--- src/rtl/jellyvl_etherneco_packet_rx_pkg.sv ---
// Etherneco framing constants and receive state encoding, shared by the rx and tx paths.
// Byte-oriented framing: preamble, SFD, 16-bit length, type, node, payload, CRC-32 FCS.
package jellyvl_etherneco_packet_rx_pkg;

    typedef enum logic [2:0] {
        ST_IDLE,
        ST_PREAMBLE,
        ST_LENGTH,
        ST_TYPE,
        ST_NODE,
        ST_PAYLOAD,
        ST_FCS,
        ST_ERROR
    } rx_state_t;

    localparam logic [7:0]  ETHERNECO_PREAMBLE  = 8'h55;
    localparam logic [7:0]  ETHERNECO_SFD       = 8'hd5;
    localparam logic [31:0] ETHERNECO_CRC_POLY  = 32'h04c11db7;
    localparam int          ETHERNECO_FCS_BYTES = 4;

endpackage

--- src/rtl/jelly2_calc_crc.sv ---
// Running CRC, one DATA_WIDTH word per cke; in_update=0 restarts from all-ones with the current word.
// Result is registered: out_crc covers every word up to and including the previous cke cycle.
module jelly2_calc_crc #(
    parameter int                   DATA_WIDTH = 8,
    parameter int                   CRC_WIDTH  = 32,
    parameter logic [CRC_WIDTH-1:0] POLY_REPS  = 32'h04c11db7,
    parameter bit                   REVERSED   = 1'b0
) (
    input  logic                  reset,
    input  logic                  clk,
    input  logic                  cke,
    input  logic                  in_update,
    input  logic [DATA_WIDTH-1:0] in_data,
    output logic [CRC_WIDTH-1:0]  out_crc
);

    logic [CRC_WIDTH-1:0] r_crc;

    function automatic logic [CRC_WIDTH-1:0] calc_step(
        input logic [CRC_WIDTH-1:0]  crc,
        input logic [DATA_WIDTH-1:0] data
    );
        logic [CRC_WIDTH-1:0] c;
        logic [CRC_WIDTH-1:0] poly_rev;
        logic                 fb;
        c = crc;
        for (int i = 0; i < CRC_WIDTH; i++) begin
            poly_rev[i] = POLY_REPS[CRC_WIDTH-1-i];
        end
        // Reflected mode walks data LSB first against the bit-reversed polynomial.
        for (int i = 0; i < DATA_WIDTH; i++) begin
            if (REVERSED) begin
                fb = c[0] ^ data[i];
                c  = (c >> 1) ^ (fb ? poly_rev : '0);
            end else begin
                fb = c[CRC_WIDTH-1] ^ data[DATA_WIDTH-1-i];
                c  = (c << 1) ^ (fb ? POLY_REPS : '0);
            end
        end
        return c;
    endfunction

    always_ff @(posedge clk) begin
        if (reset) begin
            r_crc <= '1;
        end else if (cke) begin
            r_crc <= calc_step(in_update ? r_crc : '1, in_data);
        end
    end

    assign out_crc = r_crc;

endmodule

--- src/rtl/jellyvl_etherneco_packet_rx.sv ---
// Etherneco frame receiver: parses header, streams payload and checks FCS; all outputs one cycle after the byte.
// No backpressure: the link pushes a byte on every s_rx_valid and payload beats are emitted unconditionally.
module jellyvl_etherneco_packet_rx
    import jellyvl_etherneco_packet_rx_pkg::*;
#(
    parameter logic [15:0] MAX_LENGTH = 16'hffff
) (
    input  logic        clk,
    input  logic        rst,
    input  logic        s_rx_first,
    input  logic        s_rx_last,
    input  logic [7:0]  s_rx_data,
    input  logic        s_rx_valid,
    output logic        rx_start,
    output logic        rx_end,
    output logic        rx_error,
    output logic [15:0] rx_length,
    output logic [7:0]  rx_type,
    output logic [7:0]  rx_node,
    output logic        m_payload_first,
    output logic        m_payload_last,
    output logic [7:0]  m_payload_data,
    output logic        m_payload_valid
);

    localparam logic [1:0] LP_FCS_LAST = 2'(ETHERNECO_FCS_BYTES - 1);

    rx_state_t   r_state;
    logic [2:0]  r_pre_cnt;
    logic [1:0]  r_byte_cnt;
    logic [15:0] r_pay_cnt;
    logic [7:0]  r_len_lo;
    logic        r_fcs_err;
    logic [31:0] r_crc_hold;
    logic        r_start;
    logic        r_end;
    logic        r_error;
    logic [15:0] r_length;
    logic [7:0]  r_type;
    logic [7:0]  r_node;
    logic        r_pay_valid;
    logic        r_pay_first;
    logic        r_pay_last;
    logic [7:0]  r_pay_data;

    logic        w_crc_update;
    logic [31:0] w_crc;
    logic [7:0]  w_fcs_exp;
    logic        w_fcs_ng;
    logic        w_early_last;
    logic        w_first_abort;

    // The CRC register keeps absorbing FCS bytes, so it is snapshotted on FCS byte 0.
    assign w_crc_update  = !(r_state == ST_LENGTH && r_byte_cnt == 2'd0);
    assign w_fcs_exp     = (r_byte_cnt == 2'd0) ? w_crc[7:0]
                                                : 8'(r_crc_hold >> {r_byte_cnt, 3'b000});
    assign w_fcs_ng      = (s_rx_data != w_fcs_exp);
    assign w_early_last  = s_rx_last && !(r_state == ST_FCS && r_byte_cnt == LP_FCS_LAST);
    assign w_first_abort = (r_state != ST_IDLE) || (s_rx_last && s_rx_data == ETHERNECO_PREAMBLE);

    jelly2_calc_crc #(
        .DATA_WIDTH (8),
        .CRC_WIDTH  (32),
        .POLY_REPS  (ETHERNECO_CRC_POLY),
        .REVERSED   (1'b0)
    ) u_calc_crc (
        .reset      (rst),
        .clk        (clk),
        .cke        (s_rx_valid),
        .in_update  (w_crc_update),
        .in_data    (s_rx_data),
        .out_crc    (w_crc)
    );

    always_ff @(posedge clk) begin
        if (rst) begin
            r_state     <= ST_IDLE;
            r_pre_cnt   <= 3'd0;
            r_byte_cnt  <= 2'd0;
            r_pay_cnt   <= 16'd0;
            r_len_lo    <= 8'd0;
            r_fcs_err   <= 1'b0;
            r_crc_hold  <= 32'd0;
            r_start     <= 1'b0;
            r_end       <= 1'b0;
            r_error     <= 1'b0;
            r_length    <= 16'd0;
            r_type      <= 8'd0;
            r_node      <= 8'd0;
            r_pay_valid <= 1'b0;
            r_pay_first <= 1'b0;
            r_pay_last  <= 1'b0;
            r_pay_data  <= 8'd0;
        end else begin
            r_start     <= 1'b0;
            r_end       <= 1'b0;
            r_error     <= 1'b0;
            r_pay_valid <= 1'b0;
            r_pay_first <= 1'b0;
            r_pay_last  <= 1'b0;
            if (s_rx_valid) begin
                if (s_rx_first) begin
                    r_end     <= w_first_abort;
                    r_error   <= w_first_abort;
                    r_state   <= (s_rx_data == ETHERNECO_PREAMBLE && !s_rx_last) ? ST_PREAMBLE : ST_IDLE;
                    r_pre_cnt <= 3'd1;
                end else if (w_early_last) begin
                    r_end   <= (r_state != ST_IDLE);
                    r_error <= (r_state != ST_IDLE);
                    r_state <= ST_IDLE;
                    if (r_state == ST_PAYLOAD) begin
                        r_pay_valid <= 1'b1;
                        r_pay_first <= (r_pay_cnt == r_length);
                        r_pay_last  <= 1'b1;
                        r_pay_data  <= s_rx_data;
                    end
                end else begin
                    case (r_state)
                        ST_PREAMBLE: begin
                            if (s_rx_data == ETHERNECO_PREAMBLE) begin
                                if (r_pre_cnt != 3'd7) r_pre_cnt <= r_pre_cnt + 3'd1;
                            end else if (s_rx_data == ETHERNECO_SFD && r_pre_cnt != 3'd0) begin
                                r_state    <= ST_LENGTH;
                                r_byte_cnt <= 2'd0;
                                r_start    <= 1'b1;
                            end else begin
                                r_state <= ST_ERROR;
                            end
                        end
                        ST_LENGTH: begin
                            if (r_byte_cnt == 2'd0) begin
                                r_len_lo   <= s_rx_data;
                                r_byte_cnt <= 2'd1;
                            end else begin
                                r_length <= {s_rx_data, r_len_lo};
                                r_state  <= ST_TYPE;
                            end
                        end
                        ST_TYPE: begin
                            r_type  <= s_rx_data;
                            r_state <= ST_NODE;
                        end
                        ST_NODE: begin
                            r_node    <= s_rx_data;
                            r_pay_cnt <= r_length;
                            r_state   <= (r_length > MAX_LENGTH) ? ST_ERROR : ST_PAYLOAD;
                        end
                        ST_PAYLOAD: begin
                            r_pay_valid <= 1'b1;
                            r_pay_first <= (r_pay_cnt == r_length);
                            r_pay_last  <= (r_pay_cnt == 16'd0);
                            r_pay_data  <= s_rx_data;
                            if (r_pay_cnt == 16'd0) begin
                                r_state    <= ST_FCS;
                                r_byte_cnt <= 2'd0;
                                r_fcs_err  <= 1'b0;
                            end else begin
                                r_pay_cnt <= r_pay_cnt - 16'd1;
                            end
                        end
                        ST_FCS: begin
                            if (r_byte_cnt == 2'd0) r_crc_hold <= w_crc;
                            r_fcs_err  <= r_fcs_err | w_fcs_ng;
                            r_byte_cnt <= r_byte_cnt + 2'd1;
                            if (r_byte_cnt == LP_FCS_LAST) begin
                                if (s_rx_last) begin
                                    r_end   <= 1'b1;
                                    r_error <= r_fcs_err | w_fcs_ng;
                                    r_state <= ST_IDLE;
                                end else begin
                                    r_state <= ST_ERROR;
                                end
                            end
                        end
                        default: begin
                        end
                    endcase
                end
            end
        end
    end

    assign rx_start        = r_start;
    assign rx_end          = r_end;
    assign rx_error        = r_error;
    assign rx_length       = r_length;
    assign rx_type         = r_type;
    assign rx_node         = r_node;
    assign m_payload_first = r_pay_first;
    assign m_payload_last  = r_pay_last;
    assign m_payload_data  = r_pay_data;
    assign m_payload_valid = r_pay_valid;

endmodule

--- config.mk ---
export PLATFORM = sky130hd
export DESIGN_NAME = jellyvl_etherneco_packet_rx
export DESIGN_NICKNAME = d
export VERILOG_FILES = /design/src/rtl/jellyvl_etherneco_packet_rx_pkg.sv /design/src/rtl/jelly2_calc_crc.sv /design/src/rtl/jellyvl_etherneco_packet_rx.sv
export SDC_FILE = /design/constraint.sdc
export NUM_CORES = 1
export LEC_CHECK = 0
export ABC_CLOCK_PERIOD_IN_PS = 2400
export CORE_MARGIN = 2
export CORE_UTILIZATION = 50
export CTS_CLUSTER_SIZE = 30
export DETAILED_ROUTE_END_ITERATION = 10
export PLACE_DENSITY_LB_ADDON = 0.25
export SYNTH_ARGS = -nofsm -noshare
export SYNTH_HDL_FRONTEND = slang
export SYNTH_HIERARCHICAL = 1
export SYNTH_SLANG_ARGS = --single-unit
--- constraint.sdc ---
create_clock -name clk -period 2.4 [get_ports clk]
set_clock_uncertainty 0.05 [all_clocks]
set_input_delay 0.48 -clock clk [delete_from_list [all_inputs] [get_ports clk]]
set_output_delay 0.48 -clock clk [all_outputs]
set_load 0.005 [all_outputs]
==> out/metrics.csv, run 1 <==
metric;value;unit
run_status;completed;
synth_area_per_cell;8.25;um^2
vias;6872;
max-vdd-ir-drop;0.000817;V
synth_top_area_share;37.6;%
rows;45;
antenna_found_initial;0;
synth_edf_count;0;
ys_types;68;
grt_pass1_wl;34.2;mm
diodes;0;
final.min_clock_period;2.34;ns
grt_start_max_net_pins;99;
yosys.area_share.simple;20.5;%
synthAdderAreaFrac;1.15;%
required;2.70;ns
drtIter0Drc;777;
grt_pass1_vias;6383;
place_area;9040;um^2
layout-drive-gt1-share;16.7;%
yosysSeqAreaShare;37.6;%
ys.flop_type;dfxtp_1;
drc;0;
cts_tree;yes;
max_slew.worst_pin.slew;0.606;ns
p_total;9050;uW
hp-class;in2reg;
arrival;2.64;ns
synthMuxAreaShare;5.92;%
async_reset_ff_share;0;%
wl_per_cell;17.5;um
synth_top_family_by_area;simple AND/OR/NAND/NOR gates;
drv_slew;0;
cp_cell_sequence;inv_4, ha_4, nand3_4, buf_4, nand2_2, xor2_4, xor3_2, and3_1, nor3_1;
cp_max_fo;11;
clock_sinks;143;
clock_path_buffers;2;
clk_latency;0.43;ns
endpoint_kind;flop;
critical_path_class;reg2reg;
ys_warn_count;6;
fin_util;64.8;%
firstDrtPassIters;5;
area_delta_synth_final;28.0;%
via_per_inst;5.56;
die_w;127;um
postCtsHoldBufs;0;
cpPeakStageDelay;0.49;ns
synth_compound_area_share;16.1;%
netlist_instances;923;
netlist_area;7610;um^2
start_util;50.7;%
ys_seq_elements;143;
synth_area_leaders;dfxtp_1 38%, nand2_1 9.8%, xnor2_1 6.9%;
numCtsBuffers;17;
maxCapViolations;0;
synth_xor_area_share;14.5;%
htree_num_levels;4;
hold_viol;0;
p_leak;0.00374;uW
io_pins;59;
gr-total-overflow;0;
final_area;9750;um^2
crit_path_start_kind;flop;
yosys-top-cells-count;198 x nand2_1, 143 x dfxtp_1, 96 x a21oi_1;
gr-usage-all-layers;27.2;%
core;15000;um^2
totalWireLength;21.6;mm
detail-route-antenna-nets;0;
nFillCells;1270;
yosysTopAreaCell;dfxtp_1;
slew_headroom;59.6;%
cts-root-buf;clkbuf_16;
syn_nets;943;
path_clk_slew;0.06;ns
finalSetupViolCount;0;
cellPowerDensity;928;nW/um^2
io_buffers;58;
gp_congestion;0.953;
die_area;16200;um^2
synth_most_common_cell;nand2_1;
die_y;127;um
fin_crit_sh;97.4;%
rsz0062_at_grt;false;
nets;1056;
dp_hpwl;15.0;mm
cp_slowest_cell;xor3_2;
fmax;428;MHz
[final timing paths]
path | startpoint | end | slack, ns | depth (start not counted)
min reg2reg | r_len_lo[1]$_SDFFE_PP0P_ | rx_length[1]$_SDFFE_PP0P_ | 0.40 | 2
max | r_byte_cnt[0]$_SDFFE_PP0P_ | u_calc_crc/out_crc[5]$_SDFFE_PP1P_ | 0.06 | 9
max reg2reg | r_byte_cnt[0]$_SDFFE_PP0P_ | u_calc_crc/out_crc[5]$_SDFFE_PP1P_ | 0.06 | 9
min | rst | r_crc_hold[16]$_SDFFE_PP0P_ | 0.40 | 2
[logic make-up after synthesis]
family          after synthesis
compound gates              199
mux                          35
fa+ha+maj                     7
simple gates                346
flops                       143
xor+xnor                    114
buf+inv                      79
[what timing repair did]
| action | 4_1_cts | 5_1_grt |
|---|---|---|
| setup endpoints to repair | 8 | 25 |
| resized for setup | 3 | 6 |
| cloned | 0 | 0 |
| setup buffers | 0 | 2 |
| pin swaps | 1 | 1 |
[per-layer routing]
| metal | wire [um] | vias to the layer above | GRT usage (%) | share of wire (%) |
|---|---|---|---|---|
| met1 | 9770 | 3243 | 36.8 | 45 |
| li1 | - | 3372 | - | - |
| met2 | 10200 | 220 | 43.9 | 47 |
| met3 | 1160 | 37 | 4.77 | 5.4 |
| met4 | 442 | 0 | 9.76 | 2.0 |
| met5 | 0 | - | 0 | 0 |
[per-stage QoR]
step / setup TNS (ns) / hold slack [ns] / worst slack (ns) / cells
5_1_grt: 0 / 0.401 / 0.00242 / 1236
4_1_cts: -0.0967 / 0.392 / -0.0535 / 1234
6_report: 0 / 0.395 / 0.0629 / 1236
3_3_place_gp: -3.61 / 0.388 / -0.249 / 1203
3_5_place_dp: -4.43 / 0.391 / -0.293 / 1203
2_1_floorplan: 0 / 0.379 / 0.0181 / 923
[cell type report]
cell class              instances  area (um^2)  share of cell area, %
inverters                      16         66.3                  0.680
repair buffers                157         1410                   14.5
flip-flops and latches        143         2870                   29.4
multi-input cells             701         4530                   46.4
well taps                     188          235                   2.41
clock buffers                  22          484                   4.97
clock inverters                 9          155                   1.59
[layout by cell type (no fill, tap or decap), types with 3 or more instances in the layout]
cell type	Yosys	layout
a211o_1	13	13
a21oi_1	96	96
a22oi_1	9	9
and3b_1	3	3
buf_12	0	7
buf_4	0	92
bufinv_16	0	4
clkbuf_16	0	17
clkbuf_8	0	4
clkdlybuf4s50_1	0	57
dfxtp_1	143	141
ha_1	7	6
inv_1	16	14
mux2_2	5	5
mux2i_1	24	24
mux4_1	5	5
nand2_1	198	197
nand2b_1	12	12
nand3_1	7	6
nand4_1	4	4
nor2_1	61	61
nor2b_1	19	18
nor3_1	9	8
nor3_2	3	4
nor3b_1	3	3
nor4_1	11	11
o211ai_1	9	9
o21ai_0	38	38
o41ai_1	3	3
xnor2_1	60	57
xnor2_2	6	8
xor2_1	42	42
xor2_2	4	3
[flip-flops by register name, summed over array words and instances, names as in the netlist, 2 cells and up]
signal and count:
r_crc_hold 32, u_calc_crc/out_crc 32, r_pay_cnt 16, rx_length 16, m_payload_data 8, r_len_lo 8
rx_node 8, rx_type 8, r_pre_cnt 3, r_state 3, r_byte_cnt 2
[power by group]
| group | switching [uW] | internal, uW |
|---|---|---|
| Sequential | 264 | 2590 |
| Combinational | 1590 | 1740 |
| Clock | 1030 | 1840 |
| Total | 2870 | 6170 |
[worst max-delay path, delay by kind of cell (launching register included)]
kind,cells,cell delay [ns]
adder cells (fa/ha/maj),1,0.19
XOR/XNOR,2,0.65
buffers and inverters,2,0.30
AND/OR/NAND/NOR,4,0.69
flip-flops,1,0.37
Note: power is estimated with default switching activity, not from simulation.
==> inputs of run 2 (changes only) <==
MAX_ROUTING_LAYER = met4   (was not set)
==> run 2 against run 1 <==
  * Total power fell by 2.4%
  * Largest cell class unchanged
  * Register-to-register slack improved by 0.02 ns
  * Worst setup slack better by 0.019 ns
  * Die area unchanged
  * Critical path depth did not move
  * Final area down 0.31%
  * First-iteration DRC count down 4.9%
  * Routed wire length is essentially flat
  * Via count up 1.2%
  * Highest routed layer unchanged
==> out/metrics.csv, run 2 (synthesis results as in run 1) <==
metric;value;unit;change
die_y;127;um;unchanged
gr-total-overflow;0;;unchanged
firstDrtPassIters;5;;unchanged
grt_pass1_vias;6577;;+3.0%
area_delta_synth_final;27.6;%;
crit_end;u_calc_crc/out_crc[5]$_SDFFE_PP1P_;;
comb_power_share;37.9;%;+1.1 points
nets;1058;;+0.19%
max-vdd-ir-drop;0.000907;V;+11%
final_area;9720;um^2;-0.31%
final_cell_mix;197 x nand2_1, 141 x dfxtp_1, 96 x a21oi_1;;
fin_crit_sh;96.6;%;-0.81 points
r2r_start;r_state[1]$_SDFFE_PP0P_;;
slew_headroom;57.3;%;-2.3 points
io_buffers;58;;unchanged
rsz0062_at_grt;false;;
drc;0;;unchanged
cts-root-buf;clkbuf_16;;
final_common_cell;nand2_1;;
cp_cell_sequence;nor2b_2, nand3_4, buf_8, nand2_1, xnor2_2, buf_4, xor3_2, and3_1, nor3_2;;
max_slew.worst_pin.slew;0.640;ns;+0.0340 ns
cpPeakStageDelay;0.49;ns;about the same
clkPwrFrac;29.9;%;-1.8 points
grt_pass1_wl;34.6;mm;+1.4%
hp-class;reg2reg;;
gp_congestion;0.936;;-1.8%
wl_per_cell;17.5;um;-0.15%
detail-route-antenna-nets;0;;unchanged
postCtsHoldBufs;0;;unchanged
drtIter0Drc;739;;-4.9%
diodes;0;;unchanged
crit_path_start_kind;flop;;
die_area;16200;um^2;unchanged
vias;6954;;+1.2%
required;2.70;ns;about the same
final.min_clock_period;2.32;ns;-0.0195 ns
switching_share;32.6;%;+0.86 points
cellPowerDensity;909;nW/um^2;-2.1%
endpoint_kind;flop;;
numCtsBuffers;17;;unchanged
p_seq_share;32.2;%;+0.7 points
cts_tree;yes;;
p_total;8830;uW;-2.4%
rows;45;;unchanged
critical_path_class;reg2reg;;
run_status;completed;;
antenna_found_initial;0;;unchanged
clk_latency;0.42;ns;about the same
path_clk_slew;0.06;ns;about the same
clock_sinks;143;;unchanged
internal_power;5950;uW;-3.7%
clock_path_buffers;2;;unchanged
place_area;9030;um^2;-0.14%
finalSetupViolCount;0;;unchanged
nFillCells;1247;;-1.8%
hold_viol;0;;unchanged
register_area;2870;um^2;unchanged
fmax;431;MHz;+0.84%
cp_max_fo;16;;+5
maxCapViolations;0;;unchanged
crit_start;r_state[1]$_SDFFE_PP0P_;;
hold_path.startpoint;r_len_lo[6]$_SDFFE_PP0P_;;
r2r_slack;0.08;ns;+0.02 ns
worstReg2RegEnd;u_calc_crc/out_crc[5]$_SDFFE_PP1P_;;
via_per_inst;5.62;;+1.0%
fin_util;64.6;%;-0.20 points
gr-usage-all-layers;27.9;%;+0.72 points
grt_start_max_net_pins;83;;-16%
dp_hpwl;15.0;mm;-0.32%
die_w;127;um;unchanged
htree_num_levels;4;;unchanged
multi_input_area;4530;um^2;about the same
core;15000;um^2;unchanged
layout-drive-gt1-share;17.0;%;+0.25 points
drv_slew;0;;unchanged
arrival;2.62;ns;-0.02 ns
totalWireLength;21.6;mm;about the same
start_util;50.7;%;unchanged
io_pins;59;;unchanged
timing.reg2reg.worst_path_depth;9;;unchanged
power_switching;2880;uW;+0.24%
cp_slowest_cell;xor3_2;;
p_leak;0.00372;uW;-0.60%
[run 2: cell types whose count changed in the layout (fill, tap and decap cells not counted), sizes merged]
cell      before  now
buf          100  102
bufinv         4    2
clkinv         3    4
clkinvlp       2    3
[run 2: timing repair]
item | CTS | global route
resized for setup | 2 | 9
setup endpoints to repair | 5 | 14
pin swaps | 0 | 4
buffers inserted | 0 | 4
[run 2: how the worst min path moves through the flow]
stage | end | slack [ns] | cells after the start
floorplan | r_crc_hold[30]$_SDFFE_PP0P_ | 0.38 | 2
global placement | r_crc_hold[0]$_SDFFE_PP0P_ | 0.39 | 2
detailed placement | r_crc_hold[11]$_SDFFE_PP0P_ | 0.39 | 2
CTS | r_crc_hold[11]$_SDFFE_PP0P_ | 0.40 | 2
global route | rx_length[6]$_SDFFE_PP0P_ | 0.42 | 2
finish | rx_length[6]$_SDFFE_PP0P_ | 0.40 | 2
[run 2: power by group through the flow]
stage          sequential, uW  clock, uW  combinational, uW
2_1_floorplan            2800          0               2420
3_3_place_gp             2880          0               3190
3_5_place_dp             2880          0               3220
4_1_cts                  2840       2660               3280
5_1_grt                  2860       2770               3620
6_report                 2840       2640               3350
[run 2: cell type report]
cell class | count | area share (%)
Sequential cell | 143 | 29.5
Tap cell | 188 | 2.42
Timing Repair Buffer | 159 | 14.7
Clock inverter | 9 | 1.11
Clock buffer | 22 | 4.98
Multi-Input combinational cell | 701 | 46.6
Inverter | 16 | 0.682
[run 2: through the flow]
stage | setup slack (ns) | setup TNS [ns] | cells | hold slack [ns]
after detailed placement | -0.318 | -4.58 | 1203 | 0.393
after CTS | 0.0203 | 0 | 1234 | 0.400
after global routing | 0.0140 | 0 | 1238 | 0.420
after global placement | -0.268 | -4.33 | 1203 | 0.387
final | 0.0823 | 0 | 1238 | 0.397
after floorplan | 0.0181 | 0 | 923 | 0.379
[run 2: critical path: cells and delay by family, from the launching register on]
kind	cells	cell delay (ns)
buffers and inverters	2	0.36
and+or+nand+nor	5	0.89
DFF	1	0.34
xor gates and xnor gates	2	0.60
[run 2: per-layer routing]
| layer | global-route usage [%] | share of wire (%) | vias up |
|---|---|---|---|
| met5 | - | 0 | - |
| met4 | 9.76 | 2.5 | 0 |
| met3 | 5.19 | 5.3 | 48 |
| met2 | 43.9 | 47 | 228 |
| met1 | 36.2 | 45 | 3319 |
| li1 | - | - | 3359 |
==> inputs of run 3 (changes only) <==
CORE_MARGIN = 5   (was 2)
==> run 3 against run 2 <==
  * Sequential cell count unchanged
  * Routed wire length up 1.9%
  * Largest cell class unchanged
  * Maximum frequency fell by 0.31%
  * Sequential share of layout area fell by 0.061 points
  * Sequential power barely moved
  * Non-clock buffer count increased by 4
  * Utilization fell by 0.11 points
  * Die area grew 9.6%
==> out/metrics.csv, run 3 (synthesis results as in run 1) <==
metric;value;unit;change
slew_headroom;57.8;%;+0.48 points
place_ws;-0.268;ns;+0.0495 ns
critical_path_class;reg2reg;;
clock_sinks;143;;unchanged
arrival;2.62;ns;about the same
rows;45;;unchanged
drc;0;;unchanged
drtIter0Drc;612;;-17%
io_buffers;58;;unchanged
cpPeakStageDelay;0.49;ns;about the same
p_seq_share;32.2;%;about the same
clk_latency;0.43;ns;about the same
htree_num_levels;4;;unchanged
worst_slack;0.0751;ns;-0.00719 ns
die_y;133;um;+4.7%
grt_pass1_vias;6748;;+2.6%
hold_path.startpoint;rst;;
final.min_clock_period;2.32;ns;+0.00719 ns
grt_pass1_wl;35.1;mm;+1.3%
finalSetupViolCount;0;;unchanged
firstDrtPassIters;5;;unchanged
hold_viol;0;;unchanged
hp-class;in2reg;;
path_clk_slew;0.06;ns;about the same
cts_setup_buffers;0;;unchanged
postCtsHoldBufs;0;;unchanged
nets;1062;;+0.38%
area_delta_synth_final;27.9;%;
core;15100;um^2;+0.37%
fin_crit_sh;96.9;%;+0.30 points
gr-usage-all-layers;25.4;%;-2.5 points
r2r_slack;0.08;ns;about the same
crit_path_start_kind;flop;;
register_area;2870;um^2;unchanged
detail-route-antenna-nets;0;;unchanged
via_per_inst;5.59;;-0.55%
die_w;133;um;+4.7%
switching_share;32.9;%;+0.31 points
endpoint_kind;flop;;
diodes;0;;unchanged
required;2.70;ns;about the same
wl_per_cell;17.7;um;+1.4%
cts_tree;yes;;
grt_start_max_net_pins;81;;-2.4%
cellPowerDensity;909;nW/um^2;about the same
die_area;17800;um^2;+9.6%
power_switching;2920;uW;+1.2%
antenna_found_initial;0;;unchanged
p_leak;0.00376;uW;+1.1%
totalWireLength;22.0;mm;+1.9%
gp_congestion;0.957;;+2.2%
tns;0;ns;unchanged
internal_power;5940;uW;-0.19%
multi_input_area;4520;um^2;about the same
min_path_cells;2;;unchanged
rsz0062_at_grt;false;;
cp_cell_sequence;inv_4, ha_2, nand3_2, buf_4, nand2_2, xor2_4, xor3_1, and3_1, nor3_1;;
io_pins;59;;unchanged
vias;6944;;-0.14%
drv_slew;0;;unchanged
dp_hpwl;15.3;mm;+2.4%
comb_power_share;37.8;%;about the same
gr-total-overflow;0;;unchanged
final_cell_mix;197 x nand2_1, 141 x dfxtp_1, 97 x buf_4;;
nFillCells;1274;;+2.2%
maxCapViolations;0;;unchanged
clock_path_buffers;2;;unchanged
numCtsBuffers;17;;unchanged
critical_path.n_buffers_inverters;2;;unchanged
layout-drive-gt1-share;17.3;%;+0.39 points
final_common_cell;nand2_1;;
max_slew.worst_pin.slew;0.627;ns;-0.0122 ns
run_status;completed;;
r2r_start;r_byte_cnt[0]$_SDFFE_PP0P_;;
cts-root-buf;clkbuf_16;;
timing.reg2reg.worst_path_depth;9;;unchanged
fmax;430;MHz;-0.31%
holdWs;0.358;ns;-0.0389 ns
path_delay_family;simple AND/OR/NAND/NOR gates;;
cp_max_fo;9;;-7
worstReg2RegEnd;u_calc_crc/out_crc[5]$_SDFFE_PP1P_;;
worstHoldEndpoint;r_crc_hold[8]$_SDFFE_PP0P_;;
clkPwrFrac;30.0;%;about the same
cp_slowest_cell;xor3_1;;
start_util;50.5;%;-0.19 points
max-vdd-ir-drop;0.000829;V;-8.5%
-- run 3: cell count changes in the layout (fill, tap and decap cells not counted), moves of 2 or more --
cell,before,now
clkbuf_8,4,2
inv_6,1,3
xnor2_1,59,57
buf_4,94,97
xnor2_2,6,8
clkinv_2,3,5
buf_6,0,2
-- run 3: stage by stage --
stage	utilization (%)	area (um^2)	cells	total power (uW)
2_1_floorplan	-	7690	923	5210
3_3_place_gp	60.3	9100	1211	6100
3_5_place_dp	60.3	9100	1211	6150
4_1_cts	64.2	9690	1243	8840
5_1_grt	64.5	9740	1243	9300
6_report	64.5	9740	1243	8860
-- run 3: area by class of cell --
type	instances	area share [%]
multi-input cells	701	46.4
flip-flops and latches	143	29.4
repair buffers	163	15.0
clock buffers	19	4.65
well taps	188	2.42
clock inverters	13	1.39
inverters	16	0.642
-- run 3: how the worst max path moves through the flow --
| stage | startpoint | end | slack (ns) | depth (start not counted) |
|---|---|---|---|---|
| 2_1_floorplan | r_byte_cnt[0]$_SDFFE_PP0P_ | u_calc_crc/out_crc[4]$_SDFFE_PP1P_ | 0.02 | 12 |
| 3_3_place_gp | s_rx_data[2] | rx_error$_SDFF_PP0_ | -0.27 | 9 |
| 3_5_place_dp | s_rx_data[0] | r_state[2]$_SDFFE_PP0P_ | -0.27 | 7 |
| 4_1_cts | r_byte_cnt[0]$_SDFFE_PP0P_ | u_calc_crc/out_crc[5]$_SDFFE_PP1P_ | 0.02 | 9 |
| 5_1_grt | r_byte_cnt[0]$_SDFFE_PP0P_ | u_calc_crc/out_crc[5]$_SDFFE_PP1P_ | 0.008 | 9 |
| 6_report | r_byte_cnt[0]$_SDFFE_PP0P_ | u_calc_crc/out_crc[5]$_SDFFE_PP1P_ | 0.08 | 9 |
-- run 3: repair_timing --
action	4_1_cts	5_1_grt
endpoints found under the hold margin	0	0
resized for setup	0	9
endpoints found under the setup margin	0	6
-- run 3: per-layer routing --
layer / routed length (um) / global-route usage, % / vias to the layer above
met2: 10700 / 41.8 / 197
met4: 438 / 8.91 / 0
met1: 9830 / 31.6 / 3336
li1: - / - / 3376
met5: 0 / - / -
met3: 1010 / 4.65 / 35
-- run 3: power groups by stage --
stage	Clock [uW]	Sequential, uW	Combinational [uW]
after CTS	2690	2840	3310
final	2660	2850	3350
after global placement	0	2890	3220
after detailed placement	0	2890	3260
after global routing	2790	2870	3640
after floorplan	0	2800	2420
